File: config.mk
export PLATFORM = sky130hd
export DESIGN_NAME = retire_trace_fifo
export DESIGN_NICKNAME = d
export VERILOG_FILES = /design/src/rtl/retire_trace_fifo_pkg.sv /design/src/rtl/trace_fifo_mem.sv /design/src/rtl/retire_trace_fifo.sv
export SDC_FILE = /design/constraint.sdc
export NUM_CORES = 1
export LEC_CHECK = 0
export ABC_AREA = 1
export BUFFER_PORTS_ARGS = -buffer_cell sky130_fd_sc_hd__buf_4
export CORE_MARGIN = 4
export CORE_UTILIZATION = 50
export DETAILED_ROUTE_END_ITERATION = 8
export PLACE_DENSITY = 0.68
export SLEW_MARGIN = 20
export SYNTH_ARGS = -nofsm -noshare
export SYNTH_HDL_FRONTEND = slang
export SYNTH_SLANG_ARGS = --single-unit
File: constraint.sdc
create_clock -name clk -period 14.8 [get_ports clk]
set_input_delay 1.48 -clock clk [delete_from_list [all_inputs] [get_ports clk]]
set_output_delay 1.48 -clock clk [all_outputs]
set_load 0.005 [all_outputs]
File: src/rtl/retire_trace_fifo_pkg.sv
// -----------------------------------------------------------------------------
// retire_trace_fifo_pkg
// Shared debug package for the retirement trace path.
//   TRACE_SEQ_W  : width of the sequence stamp carried in each record
//   OP_*         : RV32 major opcode values (instr[6:0]) for decoding trace
//   trace_rec_t  : one retired-instruction record, seq in the MSBs
//   TRACE_W      : packed record width (158 bits with a 16-bit stamp)
// Everything here exists only for trace/debug builds. Defining
// NO_DEBUG_TRACE removes it so that production netlists carry none of it.
// -----------------------------------------------------------------------------
package retire_trace_fifo_pkg;
`ifndef NO_DEBUG_TRACE
   localparam int TRACE_SEQ_W = 16;

   localparam logic [6:0] OP_LOAD   = 7'b0000011;
   localparam logic [6:0] OP_OP_IMM = 7'b0010011;
   localparam logic [6:0] OP_AUIPC  = 7'b0010111;
   localparam logic [6:0] OP_STORE  = 7'b0100011;
   localparam logic [6:0] OP_OP     = 7'b0110011;
   localparam logic [6:0] OP_LUI    = 7'b0110111;
   localparam logic [6:0] OP_BRANCH = 7'b1100011;
   localparam logic [6:0] OP_JALR   = 7'b1100111;
   localparam logic [6:0] OP_JAL    = 7'b1101111;
   localparam logic [6:0] OP_SYSTEM = 7'b1110011;

   typedef struct packed {
      logic [TRACE_SEQ_W-1:0] seq;
      logic [31:0]            pc;
      logic [6:0]             op;
      logic [4:0]             rd;
      logic                   regwrite;
      logic                   dmem_we;
      logic [31:0]            result;
      logic [31:0]            dmem_addr;
      logic [31:0]            dmem_wd;
   } trace_rec_t;

   localparam int TRACE_W = $bits(trace_rec_t);
`endif
endpackage

File: src/rtl/trace_fifo_mem.sv
// -----------------------------------------------------------------------------
// trace_fifo_mem
// DEPTH x W storage for the trace FIFO: one synchronous write port and one
// asynchronous (combinational) read port. Contents are not reset; the FIFO
// pointers decide which words are meaningful.
//   clk      : write clock
//   we_i     : write enable
//   waddr_i  : write address
//   wdata_i  : write data
//   raddr_i  : read address
//   rdata_o  : read data, combinational from raddr_i
// -----------------------------------------------------------------------------
module trace_fifo_mem #(
   parameter int DEPTH = 8,
   parameter int W     = 158
) (
   input  logic                     clk,
   input  logic                     we_i,
   input  logic [$clog2(DEPTH)-1:0] waddr_i,
   input  logic [W-1:0]             wdata_i,
   input  logic [$clog2(DEPTH)-1:0] raddr_i,
   output logic [W-1:0]             rdata_o
);

   logic [W-1:0] mem_q [DEPTH];

   always_ff @(posedge clk) begin
      if (we_i) begin
         mem_q[waddr_i] <= wdata_i;
      end
   end

   assign rdata_o = mem_q[raddr_i];

endmodule

File: src/rtl/retire_trace_fifo.sv
// -----------------------------------------------------------------------------
// retire_trace_fifo
// Captures one record per retired instruction into a small FIFO for a trace
// consumer. Every capture attempt gets a sequence stamp, so a consumer can
// spot gaps caused by drops. When full and not draining, new records are
// dropped and counted (saturating) with a sticky overflow flag.
//   clk, rst_n           : clock, asynchronous active-low reset
//   trace_en             : capture enable (0 ignores ret_valid)
//   ret_*                : retirement information for this cycle
//   out_valid/out_ready  : head-entry handshake to the consumer
//   out_rec              : head record (oldest entry)
//   count                : occupancy 0..DEPTH
//   overflow, drop_cnt   : drop reporting; clr_drop clears both
//
// Handshake: out_valid is high exactly when count != 0 and does not depend
// on out_ready. The head entry is consumed on a rising edge where
// out_valid && out_ready. A record pushed at edge N first appears on out_rec
// after edge N (no fall-through), so an empty FIFO never pops.
// -----------------------------------------------------------------------------
module retire_trace_fifo
   import retire_trace_fifo_pkg::*;
#(
   parameter int DEPTH  = 8,
   parameter int SEQ_W  = 16,
   parameter int DROP_W = 16
) (
   input  logic                     clk,
   input  logic                     rst_n,
   input  logic                     trace_en,
   input  logic                     ret_valid,
   input  logic [31:0]              ret_pc,
   input  logic [6:0]               ret_op,
   input  logic [4:0]               ret_rd,
   input  logic [31:0]              ret_result,
   input  logic                     ret_regwrite,
   input  logic                     ret_dmem_we,
   input  logic [31:0]              ret_dmem_addr,
   input  logic [31:0]              ret_dmem_wd,
   output logic                     out_valid,
   input  logic                     out_ready,
   output trace_rec_t               out_rec,
   output logic [$clog2(DEPTH):0]   count,
   output logic                     overflow,
   output logic [DROP_W-1:0]        drop_cnt,
   input  logic                     clr_drop
);

   localparam int PTR_W = $clog2(DEPTH);
   localparam int CNT_W = PTR_W + 1;
   localparam logic [CNT_W-1:0] FULL_CNT = CNT_W'(DEPTH);

   if ((DEPTH < 2) || ((DEPTH & (DEPTH - 1)) != 0)) begin : g_bad_depth
      $error("retire_trace_fifo: DEPTH must be a power of two >= 2");
   end

   logic [PTR_W-1:0]  wptr_q, wptr_d;
   logic [PTR_W-1:0]  rptr_q, rptr_d;
   logic [CNT_W-1:0]  count_q, count_d;
   logic [SEQ_W-1:0]  seq_q, seq_d;
   logic [DROP_W-1:0] drop_cnt_q, drop_cnt_d;
   logic              overflow_q, overflow_d;

   logic       push, pop, full, accept, drop;
   trace_rec_t wr_rec;

   assign push   = trace_en && ret_valid;
   assign full   = (count_q == FULL_CNT);
   assign pop    = out_valid && out_ready;
   // A pop in the same cycle frees the slot the push needs.
   assign accept = push && (!full || pop);
   assign drop   = push && full && !pop;

   always_comb begin
      wr_rec           = '0;
      wr_rec.seq       = TRACE_SEQ_W'(seq_q);
      wr_rec.pc        = ret_pc;
      wr_rec.op        = ret_op;
      wr_rec.rd        = ret_rd;
      wr_rec.regwrite  = ret_regwrite;
      wr_rec.dmem_we   = ret_dmem_we;
      wr_rec.result    = ret_result;
      wr_rec.dmem_addr = ret_dmem_addr;
      wr_rec.dmem_wd   = ret_dmem_wd;
   end

   always_comb begin
      wptr_d     = wptr_q;
      rptr_d     = rptr_q;
      count_d    = count_q;
      seq_d      = seq_q;
      drop_cnt_d = drop_cnt_q;
      overflow_d = overflow_q;

      if (accept) wptr_d = wptr_q + 1'b1;
      if (pop)    rptr_d = rptr_q + 1'b1;

      case ({accept, pop})
         2'b10:   count_d = count_q + 1'b1;
         2'b01:   count_d = count_q - 1'b1;
         default: count_d = count_q;
      endcase

      // The stamp advances on every capture attempt, dropped or not.
      if (push) seq_d = seq_q + 1'b1;

      // Clear takes priority over a coincident drop.
      if (clr_drop) begin
         drop_cnt_d = '0;
         overflow_d = 1'b0;
      end else if (drop) begin
         overflow_d = 1'b1;
         if (drop_cnt_q != {DROP_W{1'b1}}) drop_cnt_d = drop_cnt_q + 1'b1;
      end
   end

   always_ff @(posedge clk or negedge rst_n) begin
      if (!rst_n) begin
         wptr_q     <= '0;
         rptr_q     <= '0;
         count_q    <= '0;
         seq_q      <= '0;
         drop_cnt_q <= '0;
         overflow_q <= 1'b0;
      end else begin
         wptr_q     <= wptr_d;
         rptr_q     <= rptr_d;
         count_q    <= count_d;
         seq_q      <= seq_d;
         drop_cnt_q <= drop_cnt_d;
         overflow_q <= overflow_d;
      end
   end

   trace_fifo_mem #(
      .DEPTH (DEPTH),
      .W     (TRACE_W)
   ) u_mem (
      .clk     (clk),
      .we_i    (accept),
      .waddr_i (wptr_q),
      .wdata_i (wr_rec),
      .raddr_i (rptr_q),
      .rdata_o (out_rec)
   );

   assign out_valid = (count_q != '0);
   assign count     = count_q;
   assign overflow  = overflow_q;
   assign drop_cnt  = drop_cnt_q;

endmodule

==> metrics.yaml <==
placement:
  gp_congestion: 0.788
  post_dp_cell_area_um2: 54700
  io_buffers: 327
  dp.cells: 5395
  dp_hpwl_um: 59700
synthesis:
  syn-num-nets: 4060
  ys_types: 29
  ys_warn_count: 0
  synth_cells: 3907
  yosysSeqAreaShare_pct: 76.0
  syn_area_um2: 51300
  syn_area_per_cell_um2: 13.1
  synth-seq-cells: 1307
floorplanning:
  num_rows: 117
  die_h_um: 328
  ios: 328
  die_area_um2: 108000
  core_area_um2: 102000
  die_w_um: 328
  initial_core_util_pct: 50.4
timing:
  fin_tns_setup_ns: 0
  worstMarginPinSlew_ns: 1.25
  setup-violations-final: 0
  min_period_ns: 6.59
  hold_viol_final: 0
  drv_slew: 0
  skew_ns: 0.0361
  finalCritPeriodShare_pct: 44.5
  slew-limit-headroom_pct: 16.4
  grt_setup_unrepaired: "no"
  fmax_ghz: 0.152
worst_hold_path:
  holdCritPathClass: "reg2reg"
  min_from: "overflow$_DFFE_PN0P_"
  holdPathEnd: "overflow$_DFFE_PN0P_"
  hold_depth: 2
critical_path:
  crit_family: "buffers and inverters"
  reg2reg_slack_ns: 10.94
  cpMaxStageDelayCell: "dfrtp_4"
  cp_num_buf_inv: 4
  reg2regPathDepth: 7
  crit_path_start_kind: "register"
  worstPathArrival_ns: 5.11
  cp_common_cell: "buf_4"
  cp.required_ns: 13.32
  path_class: "reg2out"
  r2r-end: "u_mem.mem_q[6][123]$_DFFE_PP_"
  crit_fanout: 100
  path_cells: "buf_4, buf_4, buf_4, o21ai_0, o32ai_1, nand2_1, nand2_1, buf_4"
  slowest_delay_ns: 0.91
  worst_setup_path_end_kind: "primary output"
  r2r_start: "count[0]$_DFFE_PN0P_"
grt:
  track_usage_pct: 21.5
  grt_pass1_vias: 30700
  grt_start_max_net_pins: 221
  grt_pass1_wl_um: 179000
  antenna_found_initial: 11
  overflow: 0
power:
  power.density_nw_per_um2: 195
  leakage_nw: 20.6
  peakVddDrop_mv: 0.167
route:
  drcViolationCount: 0
  routed-via-count: 31800
  drtIter0Drc: 2615
  wl_per_cell_um: 20.8
  viasPerCell: 5.63
  drt_wl_total_um: 118000
  antenna_left: 0
  dr.pass1.iters: 5
final_layout:
  final_common_cell: "edfxtp_1"
  nets: 4319
  final_cells: 5654
  fill_cells: 7955
  layout-drive-gt1-share_pct: 13.5
  final_area_um2: 59100
  syn_to_final_growth_pct: 15.1
  layout_common_cells: "1264 x edfxtp_1, 979 x nor2_1, 584 x nand2_1, 366 x buf_4, 316 x o32ai_1"
clock_tree:
  clk_latency_ns: 0.74
  post_cts_buffers: 0
  cts_sinks: 1307
  root_buffer: "clkbuf_16"
  htree_levels: 4
  cts_resized: 0
  clkTransAtPathRegs_ns: 0.06
  cts_buffers: 137
  clockBufferDepth: 3
  cts_tree: "yes"
  holdBufCountCts: 0
run_status:
  run_status: "complete, no violations"
job:
  maxCapViolations: 0
-- flip-flops by register name, indices dropped and copies added (netlist names) --
name and flops:
count 4, drop_cnt 16, overflow 1, rptr_q 3, seq_q 16, u_mem.mem_q 1264, wptr_q 3
-- per-layer routing --
layer | global-route usage [%] | share of wire [%] | vias to the layer above
met3 | 4.18 | 6.4 | 194
li1 | - | - | 14800
met4 | 7.27 | 2.6 | 2
met5 | 0 | 0.017 | -
met2 | 34.7 | 48 | 986
met1 | 29.6 | 43 | 15900
-- Yosys cell counts (all sizes together) --
| library cell | count | area (um2) |
|---|---|---|
| buf | 120 | 722 |
| clkinv | 1 | 3.75 |
| clkbuf | 130 | 488 |
| o32ai | 316 | 2770 |
| and2 | 2 | 12.5 |
| ha | 5 | 62.6 |
| inv | 37 | 139 |
| o31ai | 1 | 7.51 |
| nand4 | 14 | 87.6 |
| nor2 | 987 | 3700 |
| nand3 | 31 | 155 |
| o21bai | 1 | 7.51 |
| o21ai | 334 | 1670 |
| nand2 | 585 | 2200 |
| or2 | 3 | 18.8 |
| mux2 | 1 | 11.3 |
| dfrtp | 43 | 1080 |
| nor3 | 11 | 60.1 |
| xor2 | 18 | 158 |
| a21oi | 1 | 5.00 |
| edfxtp | 1264 | 38000 |
| xnor2 | 2 | 17.5 |
-- cell families (layout without fill, tap and decap cells) --
group                    count (synthesis)  after routing  share of synthesized area, %
multiplexers                             1              1                        0.0219
AND/OR/NAND/NOR                       1633           1633                          12.2
flip-flops                            1307           1307                          76.0
other                                    0             12                             0
AO/OA/AOI/OAI                          653            653                          8.69
XOR/XNOR                                20             20                         0.341
adder cells (fa/ha/maj)                  5              5                         0.122
buffers and inverters                  288            655                          2.63
-- area by class of cell --
| type | instances | area, um2 | share of cell area (%) |
|---|---|---|---|
| inverters | 38 | 155 | 0.263 |
| repair buffers | 370 | 2830 | 4.79 |
| diodes | 12 | 30.0 | 0.0508 |
| clock inverters | 81 | 663 | 1.12 |
| clock buffers | 166 | 3650 | 6.18 |
| multi-input cells | 2312 | 11000 | 18.6 |
| well taps | 1368 | 1710 | 2.90 |
| flip-flops and latches | 1307 | 39000 | 66.1 |
-- tightest hold or removal path, cell delays in order (launching register included) --
cell and delay (ns):
dfrtp_1 0.39, inv_1 0.06, a21oi_1 0.05
-- power breakdown --
group	leakage, nW	total (mW)	switching (mW)	internal (mW)
sequential	12.0	4.53	0.162	4.37
combinational	6.46	3.71	2.38	1.34
clock	2.12	3.28	1.36	1.92
total	20.6	11.5	3.90	7.62
-- per-stage QoR --
step / total power [mW] / worst slack (ns) / utilization (%) / hold slack (ns)
final: 11.5 / 8.21 / 58.0 / 0.542
after global routing: 12.2 / 7.79 / 58.0 / 0.574
after CTS: 11.6 / 8.21 / 58.0 / 0.538
after detailed placement: 8.34 / 9.02 / 53.7 / 0.527
after global placement: 8.29 / 9.03 / 53.7 / 0.524
after floorplan: 6.89 / 5.41 / - / 0.492
-- how the worst max path moves through the flow --
stage                          startpoint                     endpoint  depth (start not counted)
floorplan                        trace_en  u_mem.mem_q[0][0]$_DFFE_PP_                          5
finish              rptr_q[1]$_DFFE_PN0P_                  out_rec[53]                          8
global placement    rptr_q[1]$_DFFE_PN0P_                  out_rec[51]                          8
global route        rptr_q[1]$_DFFE_PN0P_                  out_rec[51]                          8
detailed placement  rptr_q[1]$_DFFE_PN0P_                  out_rec[51]                          8
CTS                 rptr_q[1]$_DFFE_PN0P_                  out_rec[53]                          8
(Power assumes the default switching activity.)
